`src/rtl/apb_router_responder.sv`:
```
// APB register slave plus bit-serial router: frames of {2 dest bits, DATA_W payload} are re-serialised onto one of four ports.
// Latency: prdata one edge after setup; TX starts one edge after the last payload bit. No backpressure: busy or masked frames are dropped.
module apb_router_responder #(
    parameter int DATA_W = 8,
    parameter int CNT_W  = 16
) (
    input  logic        pclk,
    input  logic        preset,
    input  logic [31:0] paddr,
    input  logic [31:0] pwdata,
    output logic [31:0] prdata,
    input  logic        pwrite,
    input  logic        psel,
    input  logic        penable,
    input  logic        valid_in,
    input  logic        data_in,
    output logic        valid_out,
    output logic        out_port1,
    output logic        out_port2,
    output logic        out_port3,
    output logic        out_port4
);
    localparam int DCW = $clog2(DATA_W + 1);

    typedef enum logic [1:0] {RX_IDLE, RX_HDR, RX_DATA} rx_state_t;
    typedef enum logic {TX_IDLE, TX_SEND} tx_state_t;

    rx_state_t          r_rx_state;
    logic [DCW-1:0]     r_rx_cnt;
    logic [1:0]         r_rx_dest;
    logic [DATA_W-1:0]  r_rx_shift;

    tx_state_t          r_tx_state;
    logic [DCW-1:0]     r_tx_cnt;
    logic [1:0]         r_tx_port;
    logic [DATA_W-1:0]  r_tx_data;
    logic               r_valid_out;
    logic [3:0]         r_out;

    logic               r_enable;
    logic [3:0]         r_port_en;
    logic [31:0]        r_scratch;
    logic [CNT_W-1:0]   r_pkt_cnt [4];
    logic [CNT_W-1:0]   r_drop_cnt;

    logic               w_addr_ok;
    logic [2:0]         w_idx;
    logic               w_setup_rd;
    logic               w_wr;
    logic               w_clr;
    logic [31:0]        w_rdata;
    logic [DATA_W-1:0]  w_rx_word;
    logic               w_rx_last;
    logic               w_abort;
    logic               w_accept;
    logic               w_drop;
    logic               w_pkt_inc;

    assign w_addr_ok  = (paddr[31:5] == 27'd0) && (paddr[1:0] == 2'd0);
    assign w_idx      = paddr[4:2];
    assign w_setup_rd = psel && !penable && !pwrite;
    assign w_wr       = psel && penable && pwrite && w_addr_ok;
    assign w_clr      = w_wr && (w_idx == 3'd0) && pwdata[8];

    // Payload bits arrive LSB first, so shift in from the top.
    assign w_rx_word  = {data_in, r_rx_shift[DATA_W-1:1]};
    assign w_rx_last  = (r_rx_state == RX_DATA) && valid_in && (r_rx_cnt == DCW'(DATA_W - 1));
    assign w_abort    = (r_rx_state != RX_IDLE) && !valid_in;
    assign w_accept   = w_rx_last && r_enable && r_port_en[r_rx_dest] && (r_tx_state == TX_IDLE);
    assign w_drop     = (w_rx_last && !w_accept) || w_abort;
    assign w_pkt_inc  = (r_tx_state == TX_SEND) && (r_tx_cnt == DCW'(DATA_W - 1));

    function automatic logic [CNT_W-1:0] sat_inc(input logic [CNT_W-1:0] v);
        return (&v) ? v : v + 1'b1;
    endfunction

    always_comb begin
        w_rdata = 32'd0;
        if (w_addr_ok) begin
            case (w_idx)
                3'd0: w_rdata = {27'd0, r_port_en, r_enable};
                3'd1: w_rdata = {28'd0, r_tx_port, (r_tx_state == TX_SEND), (r_rx_state != RX_IDLE)};
                3'd2: w_rdata = 32'(r_pkt_cnt[0]);
                3'd3: w_rdata = 32'(r_pkt_cnt[1]);
                3'd4: w_rdata = 32'(r_pkt_cnt[2]);
                3'd5: w_rdata = 32'(r_pkt_cnt[3]);
                3'd6: w_rdata = 32'(r_drop_cnt);
                default: w_rdata = r_scratch;
            endcase
        end
    end

    always_ff @(posedge pclk) begin
        if (preset) begin
            prdata    <= 32'd0;
            r_enable  <= 1'b1;
            r_port_en <= 4'hF;
            r_scratch <= 32'd0;
        end else begin
            if (w_setup_rd)
                prdata <= w_rdata;
            if (w_wr && w_idx == 3'd0) begin
                r_enable  <= pwdata[0];
                r_port_en <= pwdata[4:1];
            end
            if (w_wr && w_idx == 3'd7)
                r_scratch <= pwdata;
        end
    end

    // A clear write wins over any increment landing on the same edge.
    always_ff @(posedge pclk) begin
        if (preset || w_clr) begin
            for (int i = 0; i < 4; i++)
                r_pkt_cnt[i] <= '0;
            r_drop_cnt <= '0;
        end else begin
            if (w_pkt_inc)
                r_pkt_cnt[r_tx_port] <= sat_inc(r_pkt_cnt[r_tx_port]);
            if (w_drop)
                r_drop_cnt <= sat_inc(r_drop_cnt);
        end
    end

    always_ff @(posedge pclk) begin
        if (preset) begin
            r_rx_state <= RX_IDLE;
            r_rx_cnt   <= '0;
            r_rx_dest  <= 2'd0;
            r_rx_shift <= '0;
        end else begin
            case (r_rx_state)
                RX_IDLE: begin
                    if (valid_in) begin
                        r_rx_dest[0] <= data_in;
                        r_rx_state   <= RX_HDR;
                    end
                end
                RX_HDR: begin
                    if (!valid_in) begin
                        r_rx_state <= RX_IDLE;
                    end else begin
                        r_rx_dest[1] <= data_in;
                        r_rx_cnt     <= '0;
                        r_rx_state   <= RX_DATA;
                    end
                end
                RX_DATA: begin
                    if (!valid_in) begin
                        r_rx_state <= RX_IDLE;
                    end else begin
                        r_rx_shift <= w_rx_word;
                        if (w_rx_last)
                            r_rx_state <= RX_IDLE;
                        else
                            r_rx_cnt <= r_rx_cnt + 1'b1;
                    end
                end
                default: r_rx_state <= RX_IDLE;
            endcase
        end
    end

    always_ff @(posedge pclk) begin
        if (preset) begin
            r_tx_state  <= TX_IDLE;
            r_tx_cnt    <= '0;
            r_tx_port   <= 2'd0;
            r_tx_data   <= '0;
            r_valid_out <= 1'b0;
            r_out       <= 4'd0;
        end else begin
            case (r_tx_state)
                TX_IDLE: begin
                    if (w_accept) begin
                        r_tx_state  <= TX_SEND;
                        r_tx_cnt    <= '0;
                        r_tx_port   <= r_rx_dest;
                        r_tx_data   <= w_rx_word;
                        r_valid_out <= 1'b1;
                        r_out       <= {3'd0, w_rx_word[0]} << r_rx_dest;
                    end
                end
                TX_SEND: begin
                    if (w_pkt_inc) begin
                        r_tx_state  <= TX_IDLE;
                        r_valid_out <= 1'b0;
                        r_out       <= 4'd0;
                    end else begin
                        r_tx_cnt  <= r_tx_cnt + 1'b1;
                        r_tx_data <= r_tx_data >> 1;
                        r_out     <= {3'd0, r_tx_data[1]} << r_tx_port;
                    end
                end
                default: r_tx_state <= TX_IDLE;
            endcase
        end
    end

    assign valid_out = r_valid_out;
    assign out_port1 = r_out[0];
    assign out_port2 = r_out[1];
    assign out_port3 = r_out[2];
    assign out_port4 = r_out[3];
endmodule

```
`config.mk`:
```
export PLATFORM = sky130hd
export DESIGN_NAME = apb_router_responder
export DESIGN_NICKNAME = d
export VERILOG_FILES = /design/src/rtl/apb_router_responder.sv
export SDC_FILE = /design/constraint.sdc
export NUM_CORES = 1
export LEC_CHECK = 0
export CAP_MARGIN = 20
export CORE_UTILIZATION = 50
export DETAILED_ROUTE_END_ITERATION = 16
export GPL_TIMING_DRIVEN = 0
export PLACE_DENSITY = 0.76
export SLEW_MARGIN = 0
export SYNTH_ARGS = -nofsm -noshare
export SYNTH_HDL_FRONTEND = slang
export SYNTH_SLANG_ARGS = --single-unit
```
`constraint.sdc`:
```
create_clock -name pclk -period 3.7 [get_ports pclk]
set_clock_uncertainty 0.2 [all_clocks]
set_input_delay 0.74 -clock pclk [delete_from_list [all_inputs] [get_ports pclk]]
set_output_delay 0.74 -clock pclk [all_outputs]
set_load 0.01 [all_outputs]
```
==> qor_table.md <==
| Metric | This run |
|:---|:---|
| Startpoint class of the critical path | input pin |
| Pleak | 3.57 nW |
| Number of enable flip-flop cells after synthesis | 64 |
| Count of endpoints failing setup in the final report | 0 |
| Final hold vios | 0 |
| Net switching power | 1.13 mW |
| Initial antenna violation count | 0 |
| Number of global-route vias before repair | 6921 |
| Family with the most delay on the worst path | simple AND/OR/NAND/NOR gates |
| Sequential cell area fraction in the yosys report | 49.7% |
| Setup ws final | 0.0913 ns |
| Number of sinks on the clock net | 185 |
| Yosys Warn Count | 0 |
| Die Area | 18000 um2 |
| Clk Latency, worst-skew pair | 0.45 ns |
| Fraction of the core area covered by cells at the end of the flow | 63.7% |
| Ratio of cells with drive above 1 in the final layout | 8.97% |
| Number of non-filler instances in the completed layout | 1234 |
| Sequential share of power | 49.8% |
| Final total power | 4.33 mW |
| Cell area after synthesis | 8740 um2 |
| Row cnt | 47 |
| Max Clock Freq | 0.277 GHz |
| Drt via density | 5.93 |
| Number of distinct library cells after synthesis | 64 |
| Synth-to-Final Area Change | 22.5% |
| Number of buffers added by the clock tree synthesis step | 17 |
| Via count of the routed design | 7317 |
| Buffers inserted by post-CTS timing repair | 0 |
| Max Fanout on Critical Path | 16 |
| ANT nets after route | 0 |
| Count of inserted antenna diode cells | 0 |
| Synthesized net count | 952 |
| Minimum clock period | 3.61 ns |
| Post-Syn Area per Cell | 9.97 um2 |
| Max-slew violations | 0 |
| Internal power component | 3.20 mW |
| Headroom to the max-slew limit | 44.2% |
| Largest net degree at the start of global routing | 22 |
| Endpoint kind of the worst setup timing path | flop |
| Slew of the pin with the lowest slew margin | 0.837 ns |
| Main synth FF type | sky130_fd_sc_hd__dfxtp_1 |
| Dominant cells by area after synthesis | sky130_fd_sc_hd__dfxtp_1 28%, sky130_fd_sc_hd__edfxtp_1 22%, sky130_fd_sc_hd__mux2i_1 7.6% |
| Core area | 16800 um2 |
| Req. time, crit path | 3.55 ns |
| Fraction of power consumed by the clock network | 42.8% |
| Number of violations of the max-capacitance limit | 0 |
| Highest ir drop seen on vdd | 365 uV |
| Number of buffers and inverters on the critical path | 2 |
| Final global-route overflow total | 0 |
| Status | complete, no violations |
| First-pass GRT wire length | 37.3 mm |
| CTS H-Tree Depth | 4 |
| Fraction of synthesized cell area taken by the top area cell type | 27.7% |
| Pre-CTS setup slack | -0.733 ns |
| NumNets Final | 1076 |
| Post-CTS clock slew at the launch and capture registers of the worst setup and hold paths | 0.08 ns |
| Global Route Usage Sum | 27.5% |
| TritonCTS clock tree | built |
| Number of buffers inserted by port buffering | 105 |
| Cell type contributing the most total cell area after synthesis | sky130_fd_sc_hd__dfxtp_1 |
| I/O pin total | 108 |
| Cell with the largest stage delay on the worst path | sky130_fd_sc_hd__nor3_2 |
| Summed negative setup slack over all endpoints | 0 ns |
| Cells along the critical path | clkdlybuf4s50_1 -> nor4_1 -> nand4_1 -> nor3_2 -> a21boi_0 -> nand2_1 -> buf_2 -> nand2_2 |
| Commonest cells after routing, fill and taps aside | 153 x sky130_fd_sc_hd__nor2_1, 121 x sky130_fd_sc_hd__dfxtp_1, 105 x sky130_fd_sc_hd__clkdlybuf4s50_1, 66 x sky130_fd_sc_hd__mux2i_1 |
| Post-DP HPWL | 17.8 mm |
| Total instance count after detailed placement | 1202 |
| Type of the worst min-delay path | reg2reg |
| Clock Tree Buf Depth | 2 |
| Arrival time of the worst setup path | 3.46 ns |
| Routability cong. | 0.974 |
| Quantity of hold-fixing buffers added after cts | 0 |
| Gate Count Post-Synth | 877 |
| Most common cell after layout, fill and taps aside | sky130_fd_sc_hd__nor2_1 |
| Buffer cell driving the clock tree root | sky130_fd_sc_hd__clkbuf_16 |
| Power density over cell area | 404 nW/um2 |
| Crit Path Category | in2reg |
| Starting density of the core | 52.0% |
| Comb pwr share | 7.4% |
| Asr flop ratio synth | 0% |
| Vert. Die Dim | 134 um |
| Setup repair after global routing missed its margin | true |
| Average routed wire per standard cell | 19.8 um |
| Pre-Repair DR Iteration Count | 5 |
| Die W | 134 um |
| Synth Register Bits | 185 |
| Total Routed Length | 24.4 mm |
| Switch share | 26.2% |
| Worst path max stage delay | 0.41 ns |
| Starting DRC count in detailed routing | 678 |
| Fraction of the cycle the final worst path needs | 97.5% |
| Number of design rule violations left after detail routing | 0 |
[tightest hold or removal path: stages (launching register included)]
cell and delay, ns:
sky130_fd_sc_hd__dfxtp_1 0.32, sky130_fd_sc_hd__nand2_1 0.05, sky130_fd_sc_hd__a21oi_1 0.05
[cell families after synthesis]
logic type                 count (synthesis)  synth area share, %
and+or+nand+nor                          357                 19.3
buffers and inverters                     69                 3.45
adders and majority gates                  4                0.573
DFF                                      185                 49.7
muxes                                     87                 12.8
AOI/OAI and AO/OA                        155                 12.1
xor gates and xnor gates                  20                 2.18
[per-layer routing]
metal / up-vias / wire (um) / GRT usage, %
met5: - / 0 / 0
met4: 0 / 432 / 9.18
met3: 39 / 2750 / 6.31
met2: 393 / 11100 / 44.9
met1: 3434 / 10000 / 35.9
li1: 3451 / - / -
[area by class of cell]
class	count	area, um2
Tap cell	220	275
Timing Repair Buffer	105	1050
Clock buffer	17	425
Fill cell	1376	6110
Buffer	58	260
Sequential cell	185	4340
Inverter	11	41.3
Clock inverter	15	196
Multi-Input combinational cell	623	4120
[synth_stat cells, types with 5 or more instances]
master                      instances
sky130_fd_sc_hd__nor2_1           153
sky130_fd_sc_hd__nor3_2             5
sky130_fd_sc_hd__o21ai_0           35
sky130_fd_sc_hd__buf_2             12
sky130_fd_sc_hd__clkbuf_1          39
sky130_fd_sc_hd__or3_1              5
sky130_fd_sc_hd__nor3_1            20
sky130_fd_sc_hd__nand3b_1           6
sky130_fd_sc_hd__edfxtp_1          64
sky130_fd_sc_hd__nand2b_1           7
sky130_fd_sc_hd__a22oi_1           22
sky130_fd_sc_hd__mux2i_1           66
sky130_fd_sc_hd__nand2_1           67
sky130_fd_sc_hd__xor2_1             8
sky130_fd_sc_hd__and3_1            10
sky130_fd_sc_hd__o221ai_1           8
sky130_fd_sc_hd__nor4_1             8
sky130_fd_sc_hd__a211oi_1           6
sky130_fd_sc_hd__a211o_1           13
sky130_fd_sc_hd__inv_1             11
sky130_fd_sc_hd__nand3_1           26
sky130_fd_sc_hd__o2111ai_1          5
sky130_fd_sc_hd__nor2b_1           19
sky130_fd_sc_hd__nand4_1           10
sky130_fd_sc_hd__xnor2_1           10
sky130_fd_sc_hd__mux4_2            17
sky130_fd_sc_hd__o22ai_1            6
sky130_fd_sc_hd__dfxtp_1          121
sky130_fd_sc_hd__a21oi_1           32
[final timing paths]
path / start / endpoint / slack (ns) / depth (start not counted)
worst max-delay path: paddr[13] / r_pkt_cnt[1][9] / 0.09 / 8
worst min-delay path: prdata[4] / prdata[4] / 0.26 / 2
worst max register to register: flop / r_pkt_cnt[0][3] / 0.14 / 11
worst min register to register: prdata[4] / prdata[4] / 0.26 / 2
[stage by stage]
stage / hold slack (ns) / area [um2]
detailed placement: 0.246 / 10100
finish: 0.258 / 10700
floorplan: 0.251 / 8740
CTS: 0.256 / 10700
global route: 0.272 / 10700
global placement: 0.240 / 10100
[power groups by stage]
stage | Sequential [mW] | Clock [mW] | Combinational [mW]
after detailed placement | 2.20 | 0 | 0.311
after global routing | 2.16 | 1.94 | 0.340
final | 2.16 | 1.85 | 0.319
after floorplan | 2.19 | 0 | 0.165
after global placement | 2.20 | 0 | 0.308
after CTS | 2.15 | 1.87 | 0.314
[timing repair]
action | 4_1_cts | 5_1_grt
setup endpoints to repair | 48 | 9
gates cloned | 0 | 0
gates resized for setup | 4 | 1
[sequential cells by signal (all words and copies together) (netlist names), named ones only]
| register | count |
|---|---|
| r_rx_shift | 7 |
| r_tx_port | 2 |
| r_port_en | 4 |
| r_scratch | 32 |
| r_drop_cnt | 16 |
| r_tx_state | 1 |
| r_rx_state | 2 |
| valid_out | 1 |
| r_out | 4 |
| prdata | 32 |
| r_tx_cnt | 4 |
| r_enable | 1 |
| r_pkt_cnt | 64 |
| r_rx_dest | 2 |
| r_rx_cnt | 4 |
| r_tx_data | 7 |
(Power assumes the default switching activity.)
